`config.mk`:
```
export PLATFORM = sky130hd
export DESIGN_NAME = store_split_unit_flat
export DESIGN_NICKNAME = d
export VERILOG_FILES = /design/src/rtl/store_split_unit_pkg.sv /design/src/rtl/store_split_unit_if.sv /design/src/rtl/store_split_unit_lane_shifter.sv /design/src/rtl/store_split_unit.sv /design/src/flat_wrapper.sv
export SDC_FILE = /design/constraint.sdc
export NUM_CORES = 1
export LEC_CHECK = 0
export ABC_AREA = 1
export CORE_MARGIN = 2
export CORE_UTILIZATION = 45
export DETAILED_ROUTE_END_ITERATION = 12
export GPL_TIMING_DRIVEN = 0
export HOLD_SLACK_MARGIN = 0.08
export PLACE_DENSITY_LB_ADDON = 0.3
export RECOVER_POWER = 25
export SYNTH_ARGS = -nofsm -noshare
export SYNTH_HDL_FRONTEND = slang
export SYNTH_HIERARCHICAL = 1
export SYNTH_SLANG_ARGS = --single-unit
```
`constraint.sdc`:
```
create_clock -name clk -period 3.4 [get_ports clk]
set_clock_uncertainty 0.05 [all_clocks]
set_input_delay 0.34 -clock clk [delete_from_list [all_inputs] [get_ports clk]]
set_output_delay 0.34 -clock clk [all_outputs]
set_load 0.05 [all_outputs]
```
`src/rtl/store_split_unit_pkg.sv`:
```
// Shared types for the store split unit: store op encoding, FSM states and op legality.
package store_split_unit_pkg;

    localparam int STORE_OP_WIDTH = 2;

    typedef enum logic [STORE_OP_WIDTH-1:0] {
        STORE_OP_SB = 2'd0,
        STORE_OP_SH = 2'd1,
        STORE_OP_SW = 2'd2,
        STORE_OP_SD = 2'd3
    } store_op_e;

    typedef enum logic [2:0] {
        ST_IDLE,
        ST_BEAT0,
        ST_BEAT1,
        ST_RESP,
        ST_FAULT
    } state_e;

    // A doubleword store only exists on a 64-bit datapath.
    function automatic logic op_legal(input store_op_e op, input int xlen);
        return !(op == STORE_OP_SD && xlen == 32);
    endfunction

endpackage

```
`src/rtl/store_split_unit_if.sv`:
```
// Store request, bus beat and completion signals of the store split unit.
interface store_split_unit_if #(parameter int XLEN = 32);
    import store_split_unit_pkg::*;

    localparam int NB = XLEN / 8;

    logic            req_valid;
    logic            req_ready;
    logic [31:0]     req_addr;
    store_op_e       req_op;
    logic [XLEN-1:0] req_data;

    logic            mem_valid;
    logic            mem_ready;
    logic [31:0]     mem_addr;
    logic [XLEN-1:0] mem_wdata;
    logic [NB-1:0]   mem_wmask;

    logic            resp_valid;
    logic            resp_fault;

    modport slave (
        input  req_valid, req_addr, req_op, req_data, mem_ready,
        output req_ready, mem_valid, mem_addr, mem_wdata, mem_wmask, resp_valid, resp_fault
    );

    modport master (
        output req_valid, req_addr, req_op, req_data, mem_ready,
        input  req_ready, mem_valid, mem_addr, mem_wdata, mem_wmask, resp_valid, resp_fault
    );

endinterface

```
`src/rtl/store_split_unit_lane_shifter.sv`:
```
// Combinational lane placement: shifts size-masked store data and its byte mask across
// two bus words and flags stores that cross a word or are misaligned for their size.
module store_lane_shifter
    import store_split_unit_pkg::*;
#(
    parameter int XLEN = 32
) (
    input  logic [$clog2(XLEN/8)-1:0] off,
    input  store_op_e                 op,
    input  logic [XLEN-1:0]           data,
    output logic [2*XLEN-1:0]         wide,
    output logic [2*XLEN/8-1:0]       wmask2,
    output logic                      split,
    output logic                      misaligned
);

    localparam int NB   = XLEN / 8;
    localparam int OFFW = $clog2(NB);
    localparam int W2   = 2 * NB;

    logic [3:0]      size;
    logic [W2-1:0]   bmask;
    logic [XLEN-1:0] data_m;

    // NOTE: every output of a combinational block gets a value on every path; a
    // missing default here would infer a latch.
    always_comb begin
        size       = 4'(1) << op;
        bmask      = (W2'(1) << size) - W2'(1);
        misaligned = (off & OFFW'(size - 4'd1)) != '0;
        data_m     = '0;
        // Lanes beyond the store size are zeroed so unused bus lanes read as 0.
        for (int i = 0; i < NB; i++) begin
            data_m[8*i +: 8] = bmask[i] ? data[8*i +: 8] : 8'h00;
        end
        wide   = {{XLEN{1'b0}}, data_m} << {off, 3'b000};
        wmask2 = bmask << off;
        split  = |wmask2[W2-1:NB];
    end

endmodule

```
`src/rtl/store_split_unit.sv`:
```
// Store path FSM: accepts one store, issues one or two lane-placed bus beats (or a fault
// response), then pulses a completion response.
module store_split_unit
    import store_split_unit_pkg::*;
#(
    parameter int XLEN             = 32,
    parameter bit ALLOW_MISALIGNED = 1'b1
) (
    input logic               clk,
    input logic               rst,
    store_split_unit_if.slave bus
);

    localparam int NB   = XLEN / 8;
    localparam int OFFW = $clog2(NB);

    state_e            state_q, state_d;
    logic [2*XLEN-1:0] wide_q, wide_d;
    logic [2*NB-1:0]   wmask2_q, wmask2_d;
    logic [31:0]       base_q, base_d;
    logic              split_q, split_d;

    logic [2*XLEN-1:0] sh_wide;
    logic [2*NB-1:0]   sh_wmask2;
    logic              sh_split;
    logic              sh_misaligned;

    logic              req_ready;
    logic              mem_valid;
    logic [31:0]       mem_addr;
    logic [XLEN-1:0]   mem_wdata;
    logic [NB-1:0]     mem_wmask;
    logic              resp_valid;
    logic              resp_fault;

    store_lane_shifter #(.XLEN(XLEN)) u_shifter (
        .off        (bus.req_addr[OFFW-1:0]),
        .op         (bus.req_op),
        .data       (bus.req_data),
        .wide       (sh_wide),
        .wmask2     (sh_wmask2),
        .split      (sh_split),
        .misaligned (sh_misaligned)
    );

    always_comb begin
        state_d    = state_q;
        wide_d     = wide_q;
        wmask2_d   = wmask2_q;
        base_d     = base_q;
        split_d    = split_q;
        req_ready  = 1'b0;
        mem_valid  = 1'b0;
        mem_addr   = '0;
        mem_wdata  = '0;
        mem_wmask  = '0;
        resp_valid = 1'b0;
        resp_fault = 1'b0;

        unique case (state_q)
            ST_IDLE: begin
                req_ready = 1'b1;
                if (bus.req_valid) begin
                    wide_d   = sh_wide;
                    wmask2_d = sh_wmask2;
                    split_d  = sh_split;
                    base_d   = {bus.req_addr[31:OFFW], {OFFW{1'b0}}};
                    if (!op_legal(bus.req_op, XLEN) || (sh_misaligned && !ALLOW_MISALIGNED)) begin
                        state_d = ST_FAULT;
                    end else begin
                        state_d = ST_BEAT0;
                    end
                end
            end
            ST_BEAT0: begin
                mem_valid = 1'b1;
                mem_addr  = base_q;
                mem_wdata = wide_q[XLEN-1:0];
                mem_wmask = wmask2_q[NB-1:0];
                if (bus.mem_ready) state_d = split_q ? ST_BEAT1 : ST_RESP;
            end
            ST_BEAT1: begin
                // The second beat wraps to address 0 past the top of the address space.
                mem_valid = 1'b1;
                mem_addr  = base_q + 32'(NB);
                mem_wdata = wide_q[2*XLEN-1:XLEN];
                mem_wmask = wmask2_q[2*NB-1:NB];
                if (bus.mem_ready) state_d = ST_RESP;
            end
            ST_RESP: begin
                resp_valid = 1'b1;
                state_d    = ST_IDLE;
            end
            ST_FAULT: begin
                resp_valid = 1'b1;
                resp_fault = 1'b1;
                state_d    = ST_IDLE;
            end
            default: state_d = ST_IDLE;
        endcase
    end

    // NOTE: state updates use non-blocking assignments so all flops sample the same
    // pre-edge values; the beat fields are reset too so the bus outputs are defined.
    always_ff @(posedge clk or posedge rst) begin
        if (rst) begin
            state_q  <= ST_IDLE;
            wide_q   <= '0;
            wmask2_q <= '0;
            base_q   <= '0;
            split_q  <= 1'b0;
        end else begin
            state_q  <= state_d;
            wide_q   <= wide_d;
            wmask2_q <= wmask2_d;
            base_q   <= base_d;
            split_q  <= split_d;
        end
    end

    assign bus.req_ready  = req_ready;
    assign bus.mem_valid  = mem_valid;
    assign bus.mem_addr   = mem_addr;
    assign bus.mem_wdata  = mem_wdata;
    assign bus.mem_wmask  = mem_wmask;
    assign bus.resp_valid = resp_valid;
    assign bus.resp_fault = resp_fault;

endmodule

```
`src/flat_wrapper.sv`:
```
// flat-port wrapper written by rule: the top's interface ports become plain ports
module store_split_unit_flat import store_split_unit_pkg::*;
#(
    parameter int XLEN             = 32,
    parameter bit ALLOW_MISALIGNED = 1'b1
)
  (clk, rst, bus_req_valid, bus_req_addr, bus_req_op, bus_req_data, bus_mem_ready, bus_req_ready, bus_mem_valid, bus_mem_addr, bus_mem_wdata, bus_mem_wmask, bus_resp_valid, bus_resp_fault);
  store_split_unit_if #(.XLEN(XLEN)) bus_i ();
  input logic clk;
  input logic rst;
  input wire logic [$bits(bus_i.req_valid)-1:0] bus_req_valid;
  input wire logic [$bits(bus_i.req_addr)-1:0] bus_req_addr;
  input wire logic [$bits(bus_i.req_op)-1:0] bus_req_op;
  input wire logic [$bits(bus_i.req_data)-1:0] bus_req_data;
  input wire logic [$bits(bus_i.mem_ready)-1:0] bus_mem_ready;
  output wire logic [$bits(bus_i.req_ready)-1:0] bus_req_ready;
  output wire logic [$bits(bus_i.mem_valid)-1:0] bus_mem_valid;
  output wire logic [$bits(bus_i.mem_addr)-1:0] bus_mem_addr;
  output wire logic [$bits(bus_i.mem_wdata)-1:0] bus_mem_wdata;
  output wire logic [$bits(bus_i.mem_wmask)-1:0] bus_mem_wmask;
  output wire logic [$bits(bus_i.resp_valid)-1:0] bus_resp_valid;
  output wire logic [$bits(bus_i.resp_fault)-1:0] bus_resp_fault;
  assign bus_i.req_valid = bus_req_valid;
  assign bus_i.req_addr = bus_req_addr;
  assign bus_i.req_op = bus_req_op;
  assign bus_i.req_data = bus_req_data;
  assign bus_i.mem_ready = bus_mem_ready;
  assign bus_req_ready = bus_i.req_ready;
  assign bus_mem_valid = bus_i.mem_valid;
  assign bus_mem_addr = bus_i.mem_addr;
  assign bus_mem_wdata = bus_i.mem_wdata;
  assign bus_mem_wmask = bus_i.mem_wmask;
  assign bus_resp_valid = bus_i.resp_valid;
  assign bus_resp_fault = bus_i.resp_fault;
  store_split_unit #(.XLEN(XLEN), .ALLOW_MISALIGNED(ALLOW_MISALIGNED)) u_core (.clk(clk), .rst(rst), .bus(bus_i));
endmodule
```
; ---- After elaboration in Yosys (flattened, before gate mapping)
; Index checks and enable logic that the tools add are counted.
; Widths: inputs -> output; s select.
[word_totals]
out_inout_bits = 72
inputBits = 70
ff_bits = 106
[classes]
shift = 4
eq_ne = 8
mux = 17
n_reduce_logical = 6
addsub = 2
[op_table]
columns = operator, count
row1 = $pmux 32 s2, 2
row2 = $shl 32x5->64, 1
row3 = $add 32x3->32 const B, 1
row4 = $mux 8, 4
row5 = $mux 3, 4
row6 = $pmux 3 s3, 1
row7 = $pmux 4 s2, 1
row8 = $shl 1x4->8 const A, 1
row9 = $shl 8x2->8, 1
row10 = $sub 8x2->8 const B, 1
row11 = $eq 3x2->1 const B, 2
row12 = $ne 2x2->1 const B, 3
row13 = $mux 1, 5
row14 = $reduce_or 2->1, 2
row15 = $reduce_or 4->1, 1
row16 = $shl 1x2->4 const A, 1
row17 = $eq 3x1->1 const B, 1
row18 = $eq 3x3->1 const B, 1
row19 = $logic_not 3->1, 1
row20 = $reduce_and 3->1, 1
row21 = $eq 2x2->1 const B, 1
row22 = $reduce_and 2->1, 1

; ---- Longest topological paths before layout
[depth]
word_depth = 5
depth_mapped = 9
ltp_nobuf = 9

; ---- By module
; The synthesis kept the hierarchy.
[by_module_without_submodules]
columns = mod, seq_area_each_um2, cells_each, n_inst, area_each_um2
row1 = store_split_unit, 2652.5, 779, 1, 5810.6
row2 = store_lane_shifter, 0.0, 248, 1, 1098.6

; ---- Least setup slack after synthesis
; OpenSTA, ideal clock, no wires.
[synth_path]
path_type = register -> output
startpoint = register u_core.state_q[2]
endpoint = output bus_mem_addr[17]
arrival_time_ns = 2.036
path_buffers = 2
t_required_ns = 3.010
path_stages_with_launch = 6
slack_ns = 0.974
path_cell_list = dfrtp_1 -> nor2_1 -> nand2_1 -> buf_2 -> clkbuf_1 -> o21ai_0
[synth_via]
elab_chain_len = 2
elab_cells_between_ends = 3
cone_classes = 2 x eq/ne / 1 x mux
[synth_lines]
columns = element, line
row1 = start: declaration, store_split_unit.sv:17  ; state_e state_q, state_d;
row2 = start signal: assignment, store_split_unit.sv:113  ; state_q <= state_d;
row3 = $eq 3x2->1 / $eq 3x1->1 (equally long branches), store_split_unit.sv:60  ; unique case (state_q)
row4 = $pmux 32 s2 *, store_split_unit.sv:60
row5 = end: declaration, flat_wrapper.sv:18  ; output wire logic [$bits(bus_i.mem_addr)-1:0] bus_mem_addr;
; Mark *: on every way between the ends. The rest lies on a longest branch, timed or not.

; ---- Worst setup path in the final report
[layout_path]
startpoint = register u_core.base_q[3]
endpoint = output bus_mem_addr[22]
[layout_via]
elab_chain_len = 2
[layout_lines]
columns = element, line
row1 = start: declaration, store_split_unit.sv:20  ; logic [31:0] base_q, base_d;
row2 = start signal: assignment, store_split_unit.sv:116  ; base_q <= base_d;
row3 = $add 32x3->32, store_split_unit.sv:85  ; mem_addr = base_q + 32'(NB);
row4 = $pmux 32 s2, store_split_unit.sv:60
; No other way between the ends.

==> metrics.yaml <==
gp_congestion: 1.02
synth.cell_area_mm2: 0.00690
finalNonFillerCells: 1378
post_cts_buffers: 0
timing_hold_violations_final: 0
drive_above_1_share_pct: 11.0
worst_ir_drop_vdd_uv: 637
wire_per_inst_um: 16.6
fillers: 1398
insertedDiodeCount: 0
hold_slack_ns: 0.423
max_stage_delay_ns: 0.79
grt_pass1_vias: 6992
multi_input_area_mm2: 0.00351
hold_path.class: "reg -> reg"
io_buffers: 139
cp_cell_sequence: "ha_1, nand2_1, nor2_1, nand2_1, nor2_1, nand2_1, nand2_1, nand3_1, nand2_1, clkdlybuf4s50_1"
dp_cells: 1362
setup_viol: 0
drt_first_pass_iters: 6
fin_nets: 1256
seqCellArea_mm2: 0.00265
powerDensity_mw_per_mm2: 1020
p_total_w: 0.00909
cp.required_ns: 3.01
worstSetupEndpointType: "output pin"
fmax_mhz: 309
num_io_pins: 142
start_util_pct: 45.8
rsz0062_at_grt: "false"
syn_avg_cell_area_um2: 6.73
drc: 0
die_x_um: 128
core_area_mm2: 0.0151
mostFrequentLayoutCells: "nand2_1 (334), nor2_1 (146), clkdlybuf4s50_1 (138)"
arrival_ns: 2.85
row_count: 45
clock-root-buffer: "clkbuf_16"
fin_util_pct: 59.2
dpl.hpwl_um: 17200
drt-total-wl_um: 22800
period_share_pct: 95.2
worstSetupPathType: "reg -> out"
min_period_ns: 3.24
ctsHoldBuffers: 0
cts_resized: 0
layout_commonest_cell: "nand2_1"
clk_latency_ns: 0.35
layout_setup_ws_ns: 0.162
worstMarginPinSlew_ns: 2.08
grt_remaining_overflow: 0
ant_nets: 0
cts.sinks: 106
drv_cap: 1
preCtsSetupSlack_ns: 0.595
path_delay_family: "simple AND/OR/NAND/NOR gates"
die_h_um: 128
clock_path_buffers: 2
status: "finished with violations"
grt_max_degree: 57
violations: "capacitance limit, slew limit"
vias_per_cell: 5.35
cts_buffers: 9
ys.warnings.count: 6
dr.first_iter.drc_count: 780
maxSlewViolCount: 51
antenna_found_initial: 0
slew_headroom_pct: -38.7
htreeDepth: 3
synth_cells: 1026
slowest_stage: "clkdlybuf4s50_1"
cp_common_cell: "nand2_1"
die_area_mm2: 0.0163
area.growth.synth_to_final_pct: 29.4
grtUsageTotal_pct: 28.3
start_kind: "flop"
grt_pass1_wl_um: 35900
crit_fanout: 7
path_clk_slew_ns: 0.07
crit_buf_inv: 1
dr_total_vias: 7372
p_leak_nw: 4.45
cts_tree: "yes"
[worst register-to-register path: stages (launching register included)]
cell	delay, ns
dfrtp_1	0.41
or2_4	0.28
nor2_4	0.13
nand2_2	0.18
clkbuf_1	0.32
nor2_1	0.31
a21oi_2	0.05
[state kept, by name, summed over array words and instances, names as in the netlist]
signal           flops
u_core/base_q       30
u_core/split_q       1
u_core/state_q       3
u_core/wide_q       64
u_core/wmask2_q      8
[report_power, final]
| group | total [W] | switching [W] | internal, W |
|---|---|---|---|
| registers | 0.00221 | 0.000366 | 0.00184 |
| clock network | 0.00122 | 0.000479 | 0.000743 |
| logic | 0.00566 | 0.00388 | 0.00178 |
[per-layer routing]
layer,vias to the layer above,part of all wire (%),wire [um],global-route usage [%]
met1,3438,42,9520,37.7
met5,-,0,0,0
met2,350,47,10800,47.0
met3,51,7.9,1810,4.97
li1,3533,-,-,-
met4,0,3.1,703,9.57
[worst paths after layout]
check                           slack, ns              start           endpoint  cells after the start
worst max-delay path                 0.16   u_core/base_q[3]   bus_mem_addr[22]                     10
worst min register to register       0.42  u_core/wide_q[57]  u_core/wide_q[57]                      2
max in group asynchronous            1.03                rst   u_core/wide_q[3]                      2
min in group asynchronous            1.07                rst  u_core/base_q[26]                      2
worst min-delay path                 0.42  u_core/wide_q[57]  u_core/wide_q[57]                      2
worst max register to register       1.55  u_core/state_q[1]  u_core/wide_q[18]                      6
[area by class of cell]
| type | instances | area share [%] |
|---|---|---|
| Clock buffer | 12 | 2.76 |
| Multi-Input combinational cell | 764 | 39.2 |
| Sequential cell | 106 | 29.7 |
| Tap cell | 188 | 2.63 |
| Clock inverter | 4 | 1.11 |
| Inverter | 98 | 4.12 |
| Buffer | 66 | 4.57 |
| Timing Repair Buffer | 140 | 15.9 |
[through the flow]
step / TNS (ns) / instance area [um2]
floorplan: 0 / 6930
global placement: -153.51 / 8560
detailed placement: 0 / 8590
CTS: 0 / 8940
global route: 0 / 8930
finish: 0 / 8930
Note: power is estimated with default switching activity, not from simulation.
